==> src/rtl/imem_loader_pkg.sv <==
// -----------------------------------------------------------------------------
// imem_loader_pkg
// Shared types and constants for the instruction-memory image loader.
//   state_e        : loader FSM states
//   HDR_BYTES      : length of the little-endian word-count header
//   BYTES_PER_WORD : bytes packed into one instruction word
//   csum_t         : 8-bit modulo-256 running checksum
//   is_accepting() : true in the states that take bytes from the host
//   is_startable() : true in the states where a start pulse is honoured
// -----------------------------------------------------------------------------
package imem_loader_pkg;

   typedef enum logic [2:0] {
      IDLE,
      HDR0,
      HDR1,
      DATA,
      CSUM,
      DONE,
      ERR
   } state_e;

   localparam int HDR_BYTES      = 2;
   localparam int BYTES_PER_WORD = 4;

   typedef logic [7:0] csum_t;

   function automatic logic is_accepting(input state_e s);
      return (s == HDR0) || (s == HDR1) || (s == DATA) || (s == CSUM);
   endfunction

   function automatic logic is_startable(input state_e s);
      return (s == IDLE) || (s == DONE) || (s == ERR);
   endfunction

endpackage

==> src/rtl/imem_loader_if.sv <==
// -----------------------------------------------------------------------------
// imem_loader_if
// Bundles the host byte stream, the instruction-memory write port and the
// loader status lines.
//   master : the loader (takes start/byte stream, drives write port + status)
//   slave  : the host / memory side (the mirror image)
// -----------------------------------------------------------------------------
interface imem_loader_if;

   logic        start;
   logic        byte_valid;
   logic [7:0]  byte_data;
   logic        byte_ready;
   logic        wr_en;
   logic [31:0] wr_addr;
   logic [31:0] wr_data;
   logic        busy;
   logic        done;
   logic        err;
   logic        cpu_hold;

   modport master (
      input  start, byte_valid, byte_data,
      output byte_ready, wr_en, wr_addr, wr_data, busy, done, err, cpu_hold
   );

   modport slave (
      output start, byte_valid, byte_data,
      input  byte_ready, wr_en, wr_addr, wr_data, busy, done, err, cpu_hold
   );

endinterface

==> src/rtl/byte_word_packer.sv <==
// -----------------------------------------------------------------------------
// byte_word_packer
// Shifts incoming bytes into a 32-bit word, first byte ending up in [7:0]
// (little-endian). A 2-bit lane counter tracks the position in the word.
//   clk, reset   : clock, asynchronous active-high reset
//   clr_i        : synchronous clear at the start of a new load
//   byte_en_i    : a data byte is being accepted this cycle
//   byte_i       : the byte
//   word_full_o  : registered one-cycle pulse, the cycle after the 4th byte
//   lane_last_o  : the next accepted byte completes the word
//   word_o       : packed word (complete while word_full_o is high)
// -----------------------------------------------------------------------------
module byte_word_packer
   import imem_loader_pkg::*;
(
   input  logic                        clk,
   input  logic                        reset,
   input  logic                        clr_i,
   input  logic                        byte_en_i,
   input  logic [7:0]                  byte_i,
   output logic                        word_full_o,
   output logic                        lane_last_o,
   output logic [8*BYTES_PER_WORD-1:0] word_o
);

   localparam int LANE_W = $clog2(BYTES_PER_WORD);

   logic [LANE_W-1:0]           lane_q;
   logic [8*BYTES_PER_WORD-1:0] word_q;
   logic [8*BYTES_PER_WORD-1:0] word_d;
   logic                        word_full_q;

   // Each lane takes the byte of the lane above; the new byte enters at the top,
   // so after four shifts the first byte sits in the lowest lane.
   genvar gi;
   generate
      for (gi = 0; gi < BYTES_PER_WORD - 1; gi++) begin : g_shift
         assign word_d[8*gi +: 8] = word_q[8*(gi+1) +: 8];
      end
   endgenerate
   assign word_d[8*(BYTES_PER_WORD-1) +: 8] = byte_i;

   assign lane_last_o = (lane_q == LANE_W'(BYTES_PER_WORD - 1));

   always_ff @(posedge clk or posedge reset) begin
      if (reset) begin
         lane_q      <= '0;
         word_q      <= '0;
         word_full_q <= 1'b0;
      end else begin
         word_full_q <= 1'b0;
         if (clr_i) begin
            lane_q <= '0;
            word_q <= '0;
         end else if (byte_en_i) begin
            word_q      <= word_d;
            lane_q      <= lane_q + 1'b1;
            word_full_q <= lane_last_o;
         end
      end
   end

   assign word_full_o = word_full_q;
   assign word_o      = word_q;

endmodule

==> src/rtl/imem_loader.sv <==
// -----------------------------------------------------------------------------
// imem_loader
// Receives a little-endian byte image (2-byte word count N, then N words),
// packs it into 32-bit words, writes them to instruction memory and keeps the
// CPU in reset until the whole image has arrived.
//   clk, reset : clock, asynchronous active-high reset
//   bus        : imem_loader_if.master (start, byte stream, write port, status)
// Parameters: DEPTH (largest legal image, in words), CNT_W (header width).
// Build option: define IMEM_LOADER_CHECKSUM_EN to require a trailing checksum
// byte making the modulo-256 sum of every image byte zero.
// -----------------------------------------------------------------------------
module imem_loader
   import imem_loader_pkg::*;
#(
   parameter int DEPTH = 16,
   parameter int CNT_W = 16
) (
   input  logic          clk,
   input  logic          reset,
   imem_loader_if.master bus
);

   // State entered once the body (or an empty header) has been consumed.
`ifdef IMEM_LOADER_CHECKSUM_EN
   localparam state_e BODY_END = CSUM;
`else
   localparam state_e BODY_END = DONE;
`endif

   state_e                 state_q, state_d;
   logic                   byte_ready_q, busy_q, done_q, err_q, cpu_hold_q;
   logic [7:0]             n_lo_q;
   logic [CNT_W-1:0]       n_q;
   logic [CNT_W-1:0]       word_idx_q;
   logic [31:0]            wr_addr_q;

   logic                   accept;
   logic                   start_ok;
   logic                   lane_last;
   logic                   word_full;
   logic                   last_word;
   logic [8*HDR_BYTES-1:0] hdr_n;
   logic [CNT_W-1:0]       n_hdr;
   logic [31:0]            word;

   assign accept    = bus.byte_valid && byte_ready_q;
   assign start_ok  = bus.start && is_startable(state_q);
   assign hdr_n     = {bus.byte_data, n_lo_q};
   assign n_hdr     = CNT_W'(hdr_n);
   assign last_word = (word_idx_q == n_q - CNT_W'(1));

   byte_word_packer u_packer (
      .clk         (clk),
      .reset       (reset),
      .clr_i       (start_ok),
      .byte_en_i   (accept && (state_q == DATA)),
      .byte_i      (bus.byte_data),
      .word_full_o (word_full),
      .lane_last_o (lane_last),
      .word_o      (word)
   );

`ifdef IMEM_LOADER_CHECKSUM_EN
   csum_t csum_q;
   csum_t csum_sum;

   // Includes the byte being accepted, so in CSUM this is the final total.
   assign csum_sum = csum_q + bus.byte_data;

   always_ff @(posedge clk or posedge reset) begin
      if (reset) begin
         csum_q <= '0;
      end else if (start_ok) begin
         csum_q <= '0;
      end else if (accept) begin
         csum_q <= csum_sum;
      end
   end
`endif

   always_comb begin
      state_d = state_q;
      case (state_q)
         IDLE, DONE, ERR: begin
            if (bus.start) state_d = HDR0;
         end
         HDR0: begin
            if (accept) state_d = HDR1;
         end
         HDR1: begin
            if (accept) begin
               if (n_hdr == '0)                    state_d = BODY_END;
               else if (n_hdr > CNT_W'(DEPTH))     state_d = ERR;
               else                                state_d = DATA;
            end
         end
         DATA: begin
            // Words complete in order, so word_idx_q is the index of the word
            // this byte finishes (the previous word's write is long retired).
            if (accept && lane_last && last_word) state_d = BODY_END;
         end
`ifdef IMEM_LOADER_CHECKSUM_EN
         CSUM: begin
            if (accept) state_d = (csum_sum == '0) ? DONE : ERR;
         end
`endif
         default: state_d = IDLE;
      endcase
   end

   always_ff @(posedge clk or posedge reset) begin
      if (reset) begin
         state_q      <= IDLE;
         byte_ready_q <= 1'b0;
         busy_q       <= 1'b0;
         done_q       <= 1'b0;
         err_q        <= 1'b0;
         cpu_hold_q   <= 1'b1;
         n_lo_q       <= '0;
         n_q          <= '0;
         word_idx_q   <= '0;
         wr_addr_q    <= '0;
      end else begin
         state_q      <= state_d;
         // Status flags are decoded from the next state so they stay aligned
         // with state_q while remaining plain registers.
         byte_ready_q <= is_accepting(state_d);
         busy_q       <= is_accepting(state_d);
         done_q       <= (state_d == DONE);
         err_q        <= (state_d == ERR);
         cpu_hold_q   <= (state_d != DONE);

         if (start_ok) begin
            n_lo_q     <= '0;
            n_q        <= '0;
            word_idx_q <= '0;
            wr_addr_q  <= '0;
         end else begin
            if (accept && (state_q == HDR0)) n_lo_q <= bus.byte_data;
            if (accept && (state_q == HDR1)) n_q    <= n_hdr;
            // Advance only after the write cycle has presented the address.
            if (word_full) begin
               word_idx_q <= word_idx_q + 1'b1;
               wr_addr_q  <= wr_addr_q + 32'd4;
            end
         end
      end
   end

   assign bus.byte_ready = byte_ready_q;
   assign bus.wr_en      = word_full;
   assign bus.wr_addr    = wr_addr_q;
   assign bus.wr_data    = word;
   assign bus.busy       = busy_q;
   assign bus.done       = done_q;
   assign bus.err        = err_q;
   assign bus.cpu_hold   = cpu_hold_q;

endmodule

==> src/flat_wrapper.sv <==
// flat-port wrapper written by rule: the top's interface ports become plain ports
module imem_loader_flat import imem_loader_pkg::*;
#(
   parameter int DEPTH = 16,
   parameter int CNT_W = 16
)
  (clk, reset, bus_start, bus_byte_valid, bus_byte_data, bus_byte_ready, bus_wr_en, bus_wr_addr, bus_wr_data, bus_busy, bus_done, bus_err, bus_cpu_hold);
  imem_loader_if bus_i ();
  input  logic clk;
  input  logic reset;
  input wire logic [$bits(bus_i.start)-1:0] bus_start;
  input wire logic [$bits(bus_i.byte_valid)-1:0] bus_byte_valid;
  input wire logic [$bits(bus_i.byte_data)-1:0] bus_byte_data;
  output wire logic [$bits(bus_i.byte_ready)-1:0] bus_byte_ready;
  output wire logic [$bits(bus_i.wr_en)-1:0] bus_wr_en;
  output wire logic [$bits(bus_i.wr_addr)-1:0] bus_wr_addr;
  output wire logic [$bits(bus_i.wr_data)-1:0] bus_wr_data;
  output wire logic [$bits(bus_i.busy)-1:0] bus_busy;
  output wire logic [$bits(bus_i.done)-1:0] bus_done;
  output wire logic [$bits(bus_i.err)-1:0] bus_err;
  output wire logic [$bits(bus_i.cpu_hold)-1:0] bus_cpu_hold;
  assign bus_i.start = bus_start;
  assign bus_i.byte_valid = bus_byte_valid;
  assign bus_i.byte_data = bus_byte_data;
  assign bus_byte_ready = bus_i.byte_ready;
  assign bus_wr_en = bus_i.wr_en;
  assign bus_wr_addr = bus_i.wr_addr;
  assign bus_wr_data = bus_i.wr_data;
  assign bus_busy = bus_i.busy;
  assign bus_done = bus_i.done;
  assign bus_err = bus_i.err;
  assign bus_cpu_hold = bus_i.cpu_hold;
  imem_loader #(.DEPTH(DEPTH), .CNT_W(CNT_W)) u_core (.clk(clk), .reset(reset), .bus(bus_i));
endmodule
==> config.mk <==
export PLATFORM = sky130hd
export DESIGN_NAME = imem_loader_flat
export DESIGN_NICKNAME = d
export VERILOG_FILES = /design/src/rtl/imem_loader_pkg.sv /design/src/rtl/imem_loader_if.sv /design/src/rtl/byte_word_packer.sv /design/src/rtl/imem_loader.sv /design/src/flat_wrapper.sv
export SDC_FILE = /design/constraint.sdc
export NUM_CORES = 1
export LEC_CHECK = 0
export CAP_MARGIN = 10
export CORE_AREA = 2 2 107 187
export CTS_BUF_LIST = sky130_fd_sc_hd__clkbuf_16
export DETAILED_ROUTE_END_ITERATION = 10
export DIE_AREA = 0 0 109 189
export PLACE_DENSITY_LB_ADDON = 0.1
export SYNTH_ARGS = -nofsm -noshare
export SYNTH_HDL_FRONTEND = slang
export SYNTH_SLANG_ARGS = --single-unit
==> constraint.sdc <==
create_clock -name clk -period 5.55 [get_ports clk]
set_input_delay 0.555 -clock clk [delete_from_list [all_inputs] [get_ports clk]]
set_output_delay 0.555 -clock clk [all_outputs]
set_load 0.005 [all_outputs]
==> impl_metrics.py <==
metrics = {
    "setup_path": {
        "worstPathRequired_ns": 5.76,
        "path_buf_inv": 1,
        "critPathKind": "register to register",
        "critPathLaunch": "u_core.state_q[0]",
        "r2r_start": "u_core.state_q[0]",
        "cp_top_family": "simple AND/OR/NAND/NOR gates",
        "cp_max_fo": 62,
        "startpoint_type": "register",
        "crit_chain": "nor2b_1 > or2_2 > nor2_1 > a21oi_1 > nor2_4 > buf_4 > nor2_1",
        "r2r.worst_path.cells": 7,
        "cpMaxStageDelayCell": "nor2_4",
        "worst_setup_path_end_kind": "register",
        "rrSetupSlack_ns": 2.68,
        "cp.arrival_ns": 3.07,
        "cp_common_cell": "nor2_1",
        "critPathMaxStageDelay_ns": 0.77,
        "timing.rr.end": "u_core.word_idx_q[8]",
    },
    "finish": {
        "finalNetCount": 673,
        "fin_util_pct": 35.56,
        "final_cell_mix": "nand2_1, dfrtp_1, clkdlybuf4s50_1",
        "area_growth_pct": 24.18,
        "fin_area_sq_um": 6766,
        "drive_gt1_share_pct": 4.683,
        "final_common_cell": "nand2_1",
        "num_antenna_cells": 0,
        "fin_cells": 903,
    },
    "sta": {
        "fin_crit_ns": 2.865,
        "rsz0062_at_grt": "no",
        "finalSetupTns_ns": 0,
        "max_freq_mhz": 349.0,
        "hold_viol_final": 0,
        "layout_worst_path_cycle_share_pct": 51.63,
        "max_slew_margin_pct": 33.77,
        "fin_skew_ns": 0.009914,
        "drv_slew": 0,
        "setup_viol_count_final": 0,
        "worst_pin_slew_ns": 0.9912,
    },
    "pwr": {
        "powerDensity_nw_per_um2": 388.1,
        "leakage_uw": 0.002820,
        "worst_ir_drop_vdd_uv": 279.6,
    },
    "clocking": {
        "cts_sinks": 112,
        "postCtsSetupRepairBufs": 0,
        "cts_hold_buf": 0,
        "h-tree-depth": 3,
        "cts.path.max_buffers": 2,
        "worst_skew_pair.late_latency_ns": 0.35,
        "numCtsBuffers": 9,
        "cts_root_buf": "clkbuf_16",
        "tritoncts": "done",
        "path_clk_slew_ns": 0.08,
        "ctsResizeCount": 0,
    },
    "run": {
        "max_cap_viol_count": 0,
    },
    "route": {
        "drt_wl_total_mm": 14.07,
        "drcViolationCount": 0,
        "drt_pre_antenna_iters": 5,
        "vias": 4308,
        "first_iter_violations": 283,
        "viasPerCell": 4.771,
        "routedWlPerCell_microns": 15.58,
        "ant_nets": 0,
    },
    "global_route": {
        "grtUsageTotal_pct": 14.25,
        "grt_pass1_wl_mm": 23.14,
        "grt_max_degree": 76,
        "grt_overflow": 0,
        "grt_pass1_vias": 4250,
        "antenna_found_initial": 0,
    },
    "die": {
        "die_x_microns": 109,
        "coreArea_sq_um": 19030,
        "die_h_microns": 189,
        "dieArea_sq_um": 20600,
        "pin_count": 82,
        "row_count": 67,
        "initial_utilization_pct": 28.63,
    },
    "synthesis": {
        "synth-main-ff-cell": "dfrtp_1",
        "async_reset_ff_share_pct": 100.0,
        "synthDistinctLibCells": 48,
        "synth_edf_count": 0,
        "post_synth.cell_area_avg_sq_um": 9.204,
        "yosysSeqAreaShare_pct": 51.46,
        "synth_cells": 592,
        "yosys_warnings": 0,
        "synth_area_sq_um": 5449,
        "ys_seq_elements": 112,
    },
    "placement": {
        "portBuffers": 79,
        "globalplace.congestion": 0.7997,
        "dp_cells": 887,
        "dp_hpwl_mm": 10.08,
        "place_area_sq_um": 6461,
    },
    "min_path": {
        "hold_start": "u_core.u_packer.word_o[5]",
        "min_to": "u_core.u_packer.word_o[5]",
        "min_path_cells": 2,
        "hold_class": "register to register",
    },
    "outcome": {
        "outcome": "completed",
    },
}
-- registers in the layout, indices dropped and copies added (netlist names), 2 cells and up --
name and flops:
u_core.n_lo_q 8, u_core.u_packer.lane_q 2, u_core.word_idx_q 16, u_core.bus.wr_addr 30, u_core.n_q 16, u_core.state_q 3
u_core.u_packer.word_o 32
-- worst max-delay path by stage --
stage,cells after the start,slack [ns],endpoint
global placement,5,2.64,u_core.bus.wr_addr[12]
global route,7,2.42,u_core.word_idx_q[8]
finish,7,2.68,u_core.word_idx_q[8]
floorplan,1,2.04,u_core.bus.byte_ready
CTS,7,2.66,u_core.word_idx_q[8]
detailed placement,5,2.60,u_core.bus.wr_addr[4]
-- metal layers --
| layer | global-route usage [%] | part of all wire, % | vias up |
|---|---|---|---|
| met4 | 4.339 | 2.0 | 0 |
| met2 | 25.30 | 53 | 99 |
| met5 | 0 | 0 | - |
| met3 | 2.375 | 3.5 | 18 |
| li1 | - | - | 2132 |
| met1 | 17.26 | 41 | 2059 |
-- layout make-up --
cell class | instances | area [sq um]
fillers | 1992 | 12260
flip-flops and latches | 112 | 2804
clock inverters | 7 | 80.08
well taps | 241 | 301.5
inverters | 7 | 28.78
clock buffers | 9 | 225.2
multi-input cells | 444 | 2506
repair buffers | 83 | 820.8
-- Yosys cell counts, types with 5 or more instances --
cell        n  share of area, %
nand3_1    19               1.7
nor3_1     12               1.1
nand2_1   119               8.2
clkbuf_1   25               1.7
nand4_1    14               1.6
xnor2_1    30               4.8
and2_1      7              0.80
inv_1       7              0.48
o21ai_0     8              0.73
and3_1      5              0.57
mux2i_1    10               1.8
nor2_1     66               4.5
a21oi_1    58               5.3
and4_1      7               1.1
or3_1       7              0.80
dfrtp_1   111                51
xor2_1     32               5.1
nor4_1      5              0.57
nor2b_1     5              0.57
-- stage by stage --
step                worst slack, ns  hold slack (ns)  power [uW]
finish                        2.685           0.5223        2626
global route                  2.416           0.5519        2824
global placement              2.641           0.5175        1964
floorplan                     2.038           0.4999        1683
detailed placement            2.596           0.5154        1982
CTS                           2.658           0.5268        2660
-- logic make-up (layout without fill, tap and decap cells) --
logic type               after synthesis  in the layout  synth area share, %
flip-flops                           112            112                51.46
adder cells (fa/ha/maj)                4              4               0.9185
buffers and inverters                 37            106                2.756
other                                  1              2              0.06882
multiplexers                          10             10                1.837
AND/OR/NAND/NOR                      281            281                24.04
AO/OA/AOI/OAI                         85             85                8.955
XOR/XNOR                              62             62                9.966
-- power breakdown --
| group | switching (uW) | internal (uW) |
|---|---|---|
| clock network | 314 | 356 |
| registers | 131 | 928 |
| logic | 503 | 393 |
-- worst reg2reg max path, cell delays in order (launching register included) --
cell and delay [ns]:
dfrtp_1 0.45, nor2b_1 0.20, or2_2 0.29, nor2_1 0.09, a21oi_1 0.07, nor2_4 0.77
buf_4 0.70, nor2_1 0.17
No activity file was read; power rests on OpenSTA's default activity.
